--- src/rtl/pdm_playback_sdm_if.sv ---
// PCM sample stream into the PDM playback transmitter (valid/ready handshake).
interface pdm_playback_sdm_if #(
    parameter int unsigned DATA_WIDTH = 16
);
    logic signed [DATA_WIDTH-1:0] pcm_in;
    logic                         pcm_valid;
    logic                         pcm_ready;

    modport master (output pcm_in, output pcm_valid, input  pcm_ready);
    modport slave  (input  pcm_in, input  pcm_valid, output pcm_ready);
endinterface

--- src/rtl/pdm_playback_sdm.sv ---
// PCM-to-PDM transmitter: sample FIFO, zero-order hold over OVERSAMPLE bits and a
// 2nd-order sigma-delta modulator driving pdm_clk / pdm_data.
module pdm_playback_sdm #(
    parameter int unsigned CLK_FREQ     = 100_000_000,
    parameter int unsigned PDM_CLK_FREQ = 3_072_000,
    parameter int unsigned DATA_WIDTH   = 16,
    parameter int unsigned OVERSAMPLE   = 128,
    parameter int unsigned FIFO_DEPTH   = 16
) (
    input  logic                        clk,
    input  logic                        rst_n,
    input  logic                        enable,
    pdm_playback_sdm_if.slave           pcm_if,
    output logic                        pdm_clk,
    output logic                        pdm_data,
    output logic                        underrun,
    output logic [$clog2(FIFO_DEPTH):0] fifo_level
);

    localparam int unsigned HALF  = CLK_FREQ / (2 * PDM_CLK_FREQ);
    localparam int unsigned PH_W  = (HALF > 1) ? $clog2(HALF) : 1;
    localparam int unsigned BC_W  = (OVERSAMPLE > 1) ? $clog2(OVERSAMPLE) : 1;
    localparam int unsigned PTR_W = (FIFO_DEPTH > 1) ? $clog2(FIFO_DEPTH) : 1;
    localparam int unsigned LVL_W = $clog2(FIFO_DEPTH) + 1;
    localparam int unsigned W     = DATA_WIDTH + 6;
    localparam int unsigned SW    = W + 2;

    localparam logic signed [W-1:0] FS_P  = {{(W-DATA_WIDTH){1'b0}}, 1'b1, {(DATA_WIDTH-1){1'b0}}};
    localparam logic signed [W-1:0] SAT_P = {1'b0, {(W-1){1'b1}}};

    // Symmetric clamp of a widened integrator sum back into W bits.
    function automatic logic signed [W-1:0] sat_w(input logic signed [SW-1:0] v);
        if (v > SW'(SAT_P)) begin
            return SAT_P;
        end else if (v < -SW'(SAT_P)) begin
            return -SAT_P;
        end else begin
            return W'(v);
        end
    endfunction

    logic [PH_W-1:0]               phase_q,    phase_d;
    logic                          pdm_clk_q,  pdm_clk_d;
    logic                          pdm_data_q, pdm_data_d;
    logic                          underrun_q, underrun_d;
    logic [BC_W-1:0]               bit_cnt_q,  bit_cnt_d;
    logic signed [DATA_WIDTH-1:0]  sample_q,   sample_d;
    logic signed [W-1:0]           i1_q,       i1_d;
    logic signed [W-1:0]           i2_q,       i2_d;

    logic signed [DATA_WIDTH-1:0]  mem_q [FIFO_DEPTH];
    logic [PTR_W-1:0]              wr_ptr_q,   wr_ptr_d;
    logic [PTR_W-1:0]              rd_ptr_q,   rd_ptr_d;
    logic [LVL_W-1:0]              level_q,    level_d;

    logic                          phase_wrap_c;
    logic                          step_c;
    logic                          fetch_c;
    logic                          full_c;
    logic                          empty_c;
    logic                          push_c;
    logic                          pop_c;
    logic signed [DATA_WIDTH-1:0]  sample_now_c;
    logic signed [W-1:0]           x_c;
    logic signed [W-1:0]           fb_c;
    logic signed [SW-1:0]          sum1_c;
    logic signed [SW-1:0]          sum2_c;
    logic signed [W-1:0]           i1_new_c;
    logic signed [W-1:0]           i2_new_c;

    // Step event = the cycle in which pdm_clk goes 1->0; all modulator state moves only here.
    assign phase_wrap_c = (phase_q == PH_W'(HALF - 1));
    assign step_c       = enable && phase_wrap_c && pdm_clk_q;
    assign fetch_c      = step_c && (bit_cnt_q == '0);

    assign full_c  = (level_q == LVL_W'(FIFO_DEPTH));
    assign empty_c = (level_q == '0);
    assign push_c  = pcm_if.pcm_valid && !full_c;
    assign pop_c   = fetch_c && !empty_c;

    assign pcm_if.pcm_ready = !full_c;

    // A fetch step modulates the freshly popped sample in that same step.
    always_comb begin
        sample_now_c = sample_q;
        if (fetch_c) begin
            sample_now_c = empty_c ? '0 : mem_q[rd_ptr_q];
        end
        x_c      = W'(sample_now_c >>> 1);
        fb_c     = pdm_data_q ? FS_P : -FS_P;
        sum1_c   = SW'(i1_q) + SW'(x_c) - SW'(fb_c);
        i1_new_c = sat_w(sum1_c);
        sum2_c   = SW'(i2_q) + SW'(i1_new_c) - SW'(fb_c);
        i2_new_c = sat_w(sum2_c);
    end

    // Clock generator, bit counter and modulator next state.
    always_comb begin
        phase_d    = phase_q;
        pdm_clk_d  = pdm_clk_q;
        pdm_data_d = pdm_data_q;
        underrun_d = 1'b0;
        bit_cnt_d  = bit_cnt_q;
        sample_d   = sample_q;
        i1_d       = i1_q;
        i2_d       = i2_q;
        if (!enable) begin
            phase_d    = '0;
            pdm_clk_d  = 1'b0;
            pdm_data_d = 1'b0;
            bit_cnt_d  = '0;
            sample_d   = '0;
            i1_d       = '0;
            i2_d       = '0;
        end else begin
            if (phase_wrap_c) begin
                phase_d   = '0;
                pdm_clk_d = !pdm_clk_q;
            end else begin
                phase_d = phase_q + PH_W'(1);
            end
            if (step_c) begin
                bit_cnt_d  = (bit_cnt_q == BC_W'(OVERSAMPLE - 1)) ? '0 : bit_cnt_q + BC_W'(1);
                sample_d   = sample_now_c;
                i1_d       = i1_new_c;
                i2_d       = i2_new_c;
                pdm_data_d = !i2_new_c[W-1];
                underrun_d = fetch_c && empty_c;
            end
        end
    end

    // FIFO pointers and occupancy; push and pop may coincide.
    always_comb begin
        wr_ptr_d = wr_ptr_q;
        rd_ptr_d = rd_ptr_q;
        level_d  = level_q;
        if (push_c) begin
            wr_ptr_d = wr_ptr_q + PTR_W'(1);
        end
        if (pop_c) begin
            rd_ptr_d = rd_ptr_q + PTR_W'(1);
        end
        case ({push_c, pop_c})
            2'b10:   level_d = level_q + LVL_W'(1);
            2'b01:   level_d = level_q - LVL_W'(1);
            default: level_d = level_q;
        endcase
    end

    always_ff @(posedge clk) begin
        if (push_c) begin
            mem_q[wr_ptr_q] <= pcm_if.pcm_in;
        end
    end

    always_ff @(posedge clk or negedge rst_n) begin
        if (!rst_n) begin
            phase_q    <= '0;
            pdm_clk_q  <= 1'b0;
            pdm_data_q <= 1'b0;
            underrun_q <= 1'b0;
            bit_cnt_q  <= '0;
            sample_q   <= '0;
            i1_q       <= '0;
            i2_q       <= '0;
            wr_ptr_q   <= '0;
            rd_ptr_q   <= '0;
            level_q    <= '0;
        end else begin
            phase_q    <= phase_d;
            pdm_clk_q  <= pdm_clk_d;
            pdm_data_q <= pdm_data_d;
            underrun_q <= underrun_d;
            bit_cnt_q  <= bit_cnt_d;
            sample_q   <= sample_d;
            i1_q       <= i1_d;
            i2_q       <= i2_d;
            wr_ptr_q   <= wr_ptr_d;
            rd_ptr_q   <= rd_ptr_d;
            level_q    <= level_d;
        end
    end

    assign pdm_clk    = pdm_clk_q;
    assign pdm_data   = pdm_data_q;
    assign underrun   = underrun_q;
    assign fifo_level = level_q;

endmodule

--- src/flat_wrapper.sv ---
// flat-port wrapper written by rule: the top's interface ports become plain ports
module pdm_playback_sdm_flat 
#(
    parameter int unsigned CLK_FREQ     = 100_000_000,
    parameter int unsigned PDM_CLK_FREQ = 3_072_000,
    parameter int unsigned DATA_WIDTH   = 16,
    parameter int unsigned OVERSAMPLE   = 128,
    parameter int unsigned FIFO_DEPTH   = 16
)
  (clk, rst_n, enable, pdm_clk, pdm_data, underrun, fifo_level, pcm_if_pcm_in, pcm_if_pcm_valid, pcm_if_pcm_ready);
  pdm_playback_sdm_if #(.DATA_WIDTH(DATA_WIDTH)) pcm_if_i ();
  input  logic clk;
  input  logic rst_n;
  input  logic enable;
  output logic pdm_clk;
  output logic pdm_data;
  output logic underrun;
  output logic [$clog2(FIFO_DEPTH):0] fifo_level;
  input wire logic [$bits(pcm_if_i.pcm_in)-1:0] pcm_if_pcm_in;
  input wire logic [$bits(pcm_if_i.pcm_valid)-1:0] pcm_if_pcm_valid;
  output wire logic [$bits(pcm_if_i.pcm_ready)-1:0] pcm_if_pcm_ready;
  assign pcm_if_i.pcm_in = pcm_if_pcm_in;
  assign pcm_if_i.pcm_valid = pcm_if_pcm_valid;
  assign pcm_if_pcm_ready = pcm_if_i.pcm_ready;
  pdm_playback_sdm #(.CLK_FREQ(CLK_FREQ), .PDM_CLK_FREQ(PDM_CLK_FREQ), .DATA_WIDTH(DATA_WIDTH), .OVERSAMPLE(OVERSAMPLE), .FIFO_DEPTH(FIFO_DEPTH)) u_core (.clk(clk), .rst_n(rst_n), .enable(enable), .pcm_if(pcm_if_i), .pdm_clk(pdm_clk), .pdm_data(pdm_data), .underrun(underrun), .fifo_level(fifo_level));
endmodule
--- config.mk ---
export PLATFORM = sky130hd
export DESIGN_NAME = pdm_playback_sdm_flat
export DESIGN_NICKNAME = d
export VERILOG_FILES = /design/src/rtl/pdm_playback_sdm_if.sv /design/src/rtl/pdm_playback_sdm.sv /design/src/flat_wrapper.sv
export SDC_FILE = /design/constraint.sdc
export NUM_CORES = 1
export LEC_CHECK = 0
export CORE_ASPECT_RATIO = 0.9
export CORE_MARGIN = 2
export CORE_UTILIZATION = 60
export CTS_CLUSTER_SIZE = 24
export DETAILED_ROUTE_END_ITERATION = 10
export GPL_ROUTABILITY_DRIVEN = 0
export GPL_TIMING_DRIVEN = 0
export PLACE_DENSITY = 0.75
export SYNTH_ARGS = -nofsm -noshare
export SYNTH_HDL_FRONTEND = slang
export SYNTH_SLANG_ARGS = --single-unit
export TNS_END_PERCENT = 1
--- constraint.sdc ---
create_clock -name clk -period 9.45 [get_ports clk]
set_input_delay 0.945 -clock clk [delete_from_list [all_inputs] [get_ports clk]]
set_output_delay 0.945 -clock clk [all_outputs]
set_load 0.02 [all_outputs]
==> results.toml <==
[clocking]
clkSinkCount = 326
tritoncts_clock_tree = "yes"
tritoncts.num_buffers = 34
clockRootBuffer = "sky130_fd_sc_hd__clkbuf_16"
ctsHoldBuffers = 0
worst_setup_hold_path_clk_slew_ns = 0.06
cts_buffer_depth = 3
htree_levels = 2
clock_latency_ns = 0.54

[finish]
ff_latch_area_um2 = 9360
nNetsFinal = 1544
layout-drive-gt1-share_pct = 15.8
layout.cell_area.non_filler_um2 = 19300
multi_input_area_um2 = 7030
diodes = 0
area_delta_synth_final_pct = 12.4
filler_cell_count = 1893

[floorplanning]
start_util_pct = 61.3
placementRows = 58
placeableCoreArea_um2 = 28000
dieArea_um2 = 30000
top_level_i_o_count = 29
die_h_um = 164
die_w_um = 182

[grt]
first_pass_grt_wire_length_um = 66200
grt_util_met2_pct = 50.8
grt-busiest-layer = "met2"
grt.met3_usage_pct = 4.65
antenna_found_initial = 0
maximum_number_of_pins_on_one_net_before_global_route_repair = 71
grt_usage_pct = 29.5
globalRouteMet1Util_pct = 38.5
first_global_vias = 11357
globalRoute.totalOverflow = 0

[detailed_routing]
detailroute.via_count = 11652
route.antenna.remaining_nets = 0
drt-wirelength-per-cell_um = 23.4
drc = 0
drt_pre_antenna_iters = 5
vias_per_cell = 6.45
number_of_design_rule_violations_left_by_the_first_detailed_router_iteration = 1177
drt_wl_total_um = 42400

[synth]
ys_async_sr_fraction_pct = 26.4
netlist_instances = 1342
synth.lib_cells_used.distinct = 83
most_common_flop_cell_mapped_by_yosys = "sky130_fd_sc_hd__edfxtp_1"
yosys_warnings = 0
synth.ff_latch_count = 326
number_of_enable_type_register_cells_in_the_synthesized_netlist = 240
netlist_area_before_placement_um2 = 17200
synth_nets = 1463
postSynthAreaPerCell_um2 = 12.8
synth_seq_area_share_pct = 54.5

[run_status]
outcome = "completed"

[pwr]
share_comb_of_total_power_pct = 10.1
post-layout-total-power_mw = 3.30
vdd.ir_drop.worst_uv = 194
power_switching_mw = 0.809
netSwitchingFraction_pct = 24.5
power.leakage_nw = 7.55
p_seq_share_pct = 51.9
clock_power_share_pct = 38.0
power-per-cell-area_nw_per_um2 = 171
cell_internal_pwr_mw = 2.49

[sta]
timing_max_transition_violations_final = 0
post-route-min-period_ns = 9.06
max_clock_freq_mhz = 110
final_min_period_over_clock_period_pct = 95.8
max-slew-margin-rel_pct = 38.1
final-hold-violation-count = 0
grt_setup_unrepaired = "false"
worst_clock_skew_ns = 0.0264
setup_viol = 0
setup_tns_ns = 0
worst_pin_slew_ns = 0.923

[setup_path]
crit_path_max_incr_delay_ns = 0.51
end_kind = "flip-flop"
worst_ep_arrival_time_ns = 9.45
setup.worst_path.start = "u_core.rd_ptr_q[2]"
worst_path_max_delay_cell = "sky130_fd_sc_hd__mux4_2"
cp_data_required_time_ns = 9.84
timing.rr.start = "u_core.rd_ptr_q[2]"
timing.setup.critical_path_class = "flip-flop to flip-flop"
crit_path_start_kind = "flip-flop"
cp_max_fo = 10
cp_common_cell = "sky130_fd_sc_hd__ha_1"

[job]
drv.max_cap_violation_count = 0

[hold_path]
worst_hold_path_type = "input pin to asynchronous set/reset pin"

[place]
portBuffers = 26
placed_cell_area_um2 = 18200
detailedPlacementHpwl_um = 29500
final timing paths:
path,endpoint,slack [ns],cells past startpoint
min,u_core.fifo_level[1],0.29,1
max reg2reg,u_core.i2_q[20],0.39,32
min reg2reg,u_core.i1_q[11],0.48,2
min in group clk,u_core.i1_q[11],0.48,2
max in group asynchronous,u_core.rd_ptr_q[0],8.49,2
max,u_core.i2_q[20],0.39,32
Yosys cell counts, types with 4 or more instances:
cell                         n  area share [%]
sky130_fd_sc_hd__o211ai_1   15            0.66
sky130_fd_sc_hd__edfxtp_1  240              42
sky130_fd_sc_hd__inv_1     143             3.1
sky130_fd_sc_hd__a21oi_1    64             1.9
sky130_fd_sc_hd__buf_1      10            0.22
sky130_fd_sc_hd__a21boi_0    5            0.22
sky130_fd_sc_hd__nor4_1      6            0.22
sky130_fd_sc_hd__nand2b_1    9            0.33
sky130_fd_sc_hd__a221o_1    11            0.64
sky130_fd_sc_hd__dfrtp_1    86              13
sky130_fd_sc_hd__fa_1       13             1.5
sky130_fd_sc_hd__and4_1      4            0.20
sky130_fd_sc_hd__o221ai_1    4            0.20
sky130_fd_sc_hd__nand3_1    39             1.1
sky130_fd_sc_hd__a21o_1     25             1.1
sky130_fd_sc_hd__nand2_1    76             1.7
sky130_fd_sc_hd__o21ai_0    61             1.8
sky130_fd_sc_hd__xnor2_1    23             1.2
sky130_fd_sc_hd__nand4_1    16            0.58
sky130_fd_sc_hd__mux2i_1     5            0.29
sky130_fd_sc_hd__xor2_1     14            0.71
sky130_fd_sc_hd__o31ai_1     5            0.22
sky130_fd_sc_hd__mux4_2     75             9.8
sky130_fd_sc_hd__nor2b_1     4            0.15
sky130_fd_sc_hd__a22oi_1    16            0.70
sky130_fd_sc_hd__a31oi_1    13            0.47
sky130_fd_sc_hd__a211oi_1    6            0.26
sky130_fd_sc_hd__o21a_1     13            0.57
sky130_fd_sc_hd__nor3_1     22            0.64
sky130_fd_sc_hd__buf_2      13            0.38
sky130_fd_sc_hd__and2_1     10            0.36
sky130_fd_sc_hd__or3_1      10            0.36
sky130_fd_sc_hd__clkbuf_1   44            0.96
sky130_fd_sc_hd__and3_1     11            0.40
sky130_fd_sc_hd__a31o_2      6            0.31
sky130_fd_sc_hd__nor2_1     41            0.90
sky130_fd_sc_hd__a211o_1     4            0.20
sky130_fd_sc_hd__nor3b_1     5            0.22
sky130_fd_sc_hd__o21ai_1    15            0.44
sky130_fd_sc_hd__ha_1       88             6.4
state kept, by name (all words and copies together) (netlist names):
| signal | flops |
|---|---|
| u_core.bit_cnt_q | 7 |
| u_core.fifo_level | 5 |
| u_core.i1_q | 22 |
| u_core.i2_q | 22 |
| u_core.mem_q | 240 |
| u_core.pdm_clk | 1 |
| u_core.pdm_data | 1 |
| u_core.phase_q | 4 |
| u_core.rd_ptr_q | 4 |
| u_core.sample_q | 15 |
| u_core.underrun | 1 |
| u_core.wr_ptr_q | 4 |
through the flow:
stage | utilization, % | setup WS (ns) | hold slack, ns | std cells
4_1_cts | 68.8 | 0.0486 | 0.284 | 1809
2_1_floorplan | - | 1.05 | 0.450 | 1342
3_3_place_gp | 63.8 | -0.770 | 0.464 | 1728
5_1_grt | 68.9 | 0.0312 | 0.297 | 1807
6_report | 68.9 | 0.393 | 0.289 | 1807
3_5_place_dp | 65.0 | -0.984 | 0.475 | 1747
metal layers:
layer	vias to the layer above	routed length (um)
li1	5221	-
met1	5842	16900
met2	491	21200
met3	98	2720
met4	0	1500
met5	-	0
what timing repair did:
item                                   in CTS  in global routing
setup endpoints to repair                  21                 18
pin swaps                                   1                  0
setup buffers                               2                  0
endpoints found under the hold margin       0                  0
resized for setup                          12                 25
power groups by stage:
stage / Clock [mW] / Sequential, mW / Combinational [mW]
6_report: 1.25 / 1.71 / 0.333
5_1_grt: 1.32 / 1.72 / 0.358
4_1_cts: 1.27 / 1.71 / 0.335
3_5_place_dp: 0 / 1.74 / 0.327
3_3_place_gp: 0 / 1.73 / 0.269
2_1_floorplan: 0 / 1.74 / 0.150
critical path: cells and delay by family (launching register included):
family,cells,cell delay (ns)
compound gates,9,2.12
simple gates,8,2.04
buf+inv,8,1.68
flops,1,0.32
mux,3,1.25
fa+ha+maj,4,1.50
cell families after synthesis:
| family | share of synthesized area [%] |
|---|---|
| AO/OA/AOI/OAI | 12.0 |
| XOR/XNOR | 1.89 |
| adder cells (fa/ha/maj) | 7.93 |
| buffers and inverters | 4.91 |
| flip-flops | 54.5 |
| multiplexers | 10.3 |
| AND/OR/NAND/NOR | 8.46 |
cells in the final DEF, fill, tap and decap left out, drive strengths merged, types with 6 or more instances in the layout:
cell type / synthesis / routed
fa: 13 / 13
nor4: 8 / 8
mux4: 75 / 75
a21o: 25 / 25
nor3: 22 / 22
xor2: 14 / 14
o211ai: 15 / 15
ha: 88 / 88
edfxtp: 240 / 240
clkinv: 0 / 13
a221o: 13 / 13
buf: 26 / 42
inv: 143 / 145
nor3b: 6 / 6
clkdlybuf4s50: 0 / 25
dfrtp: 86 / 86
nand2: 76 / 76
o21a: 14 / 14
nand4: 16 / 16
nor2: 41 / 41
a31oi: 13 / 13
nand3: 39 / 39
and2: 14 / 14
or3: 10 / 10
clkbuf: 44 / 89
a22oi: 16 / 16
a31o: 6 / 6
a21boi: 7 / 7
o21ai: 79 / 79
a211oi: 8 / 8
xnor2: 23 / 23
and3: 13 / 13
nand2b: 9 / 9
a21oi: 67 / 67
area by class of cell:
class | instances | share of cell area (%)
clock buffer | 44 | 4.66
clock inverter | 16 | 0.668
multi-input combinational | 803 | 36.4
tap | 360 | 2.34
sequential | 326 | 48.5
buffer | 68 | 1.75
inverter | 143 | 2.78
timing repair buffer | 47 | 2.84
No activity file was read; power rests on OpenSTA's default activity.
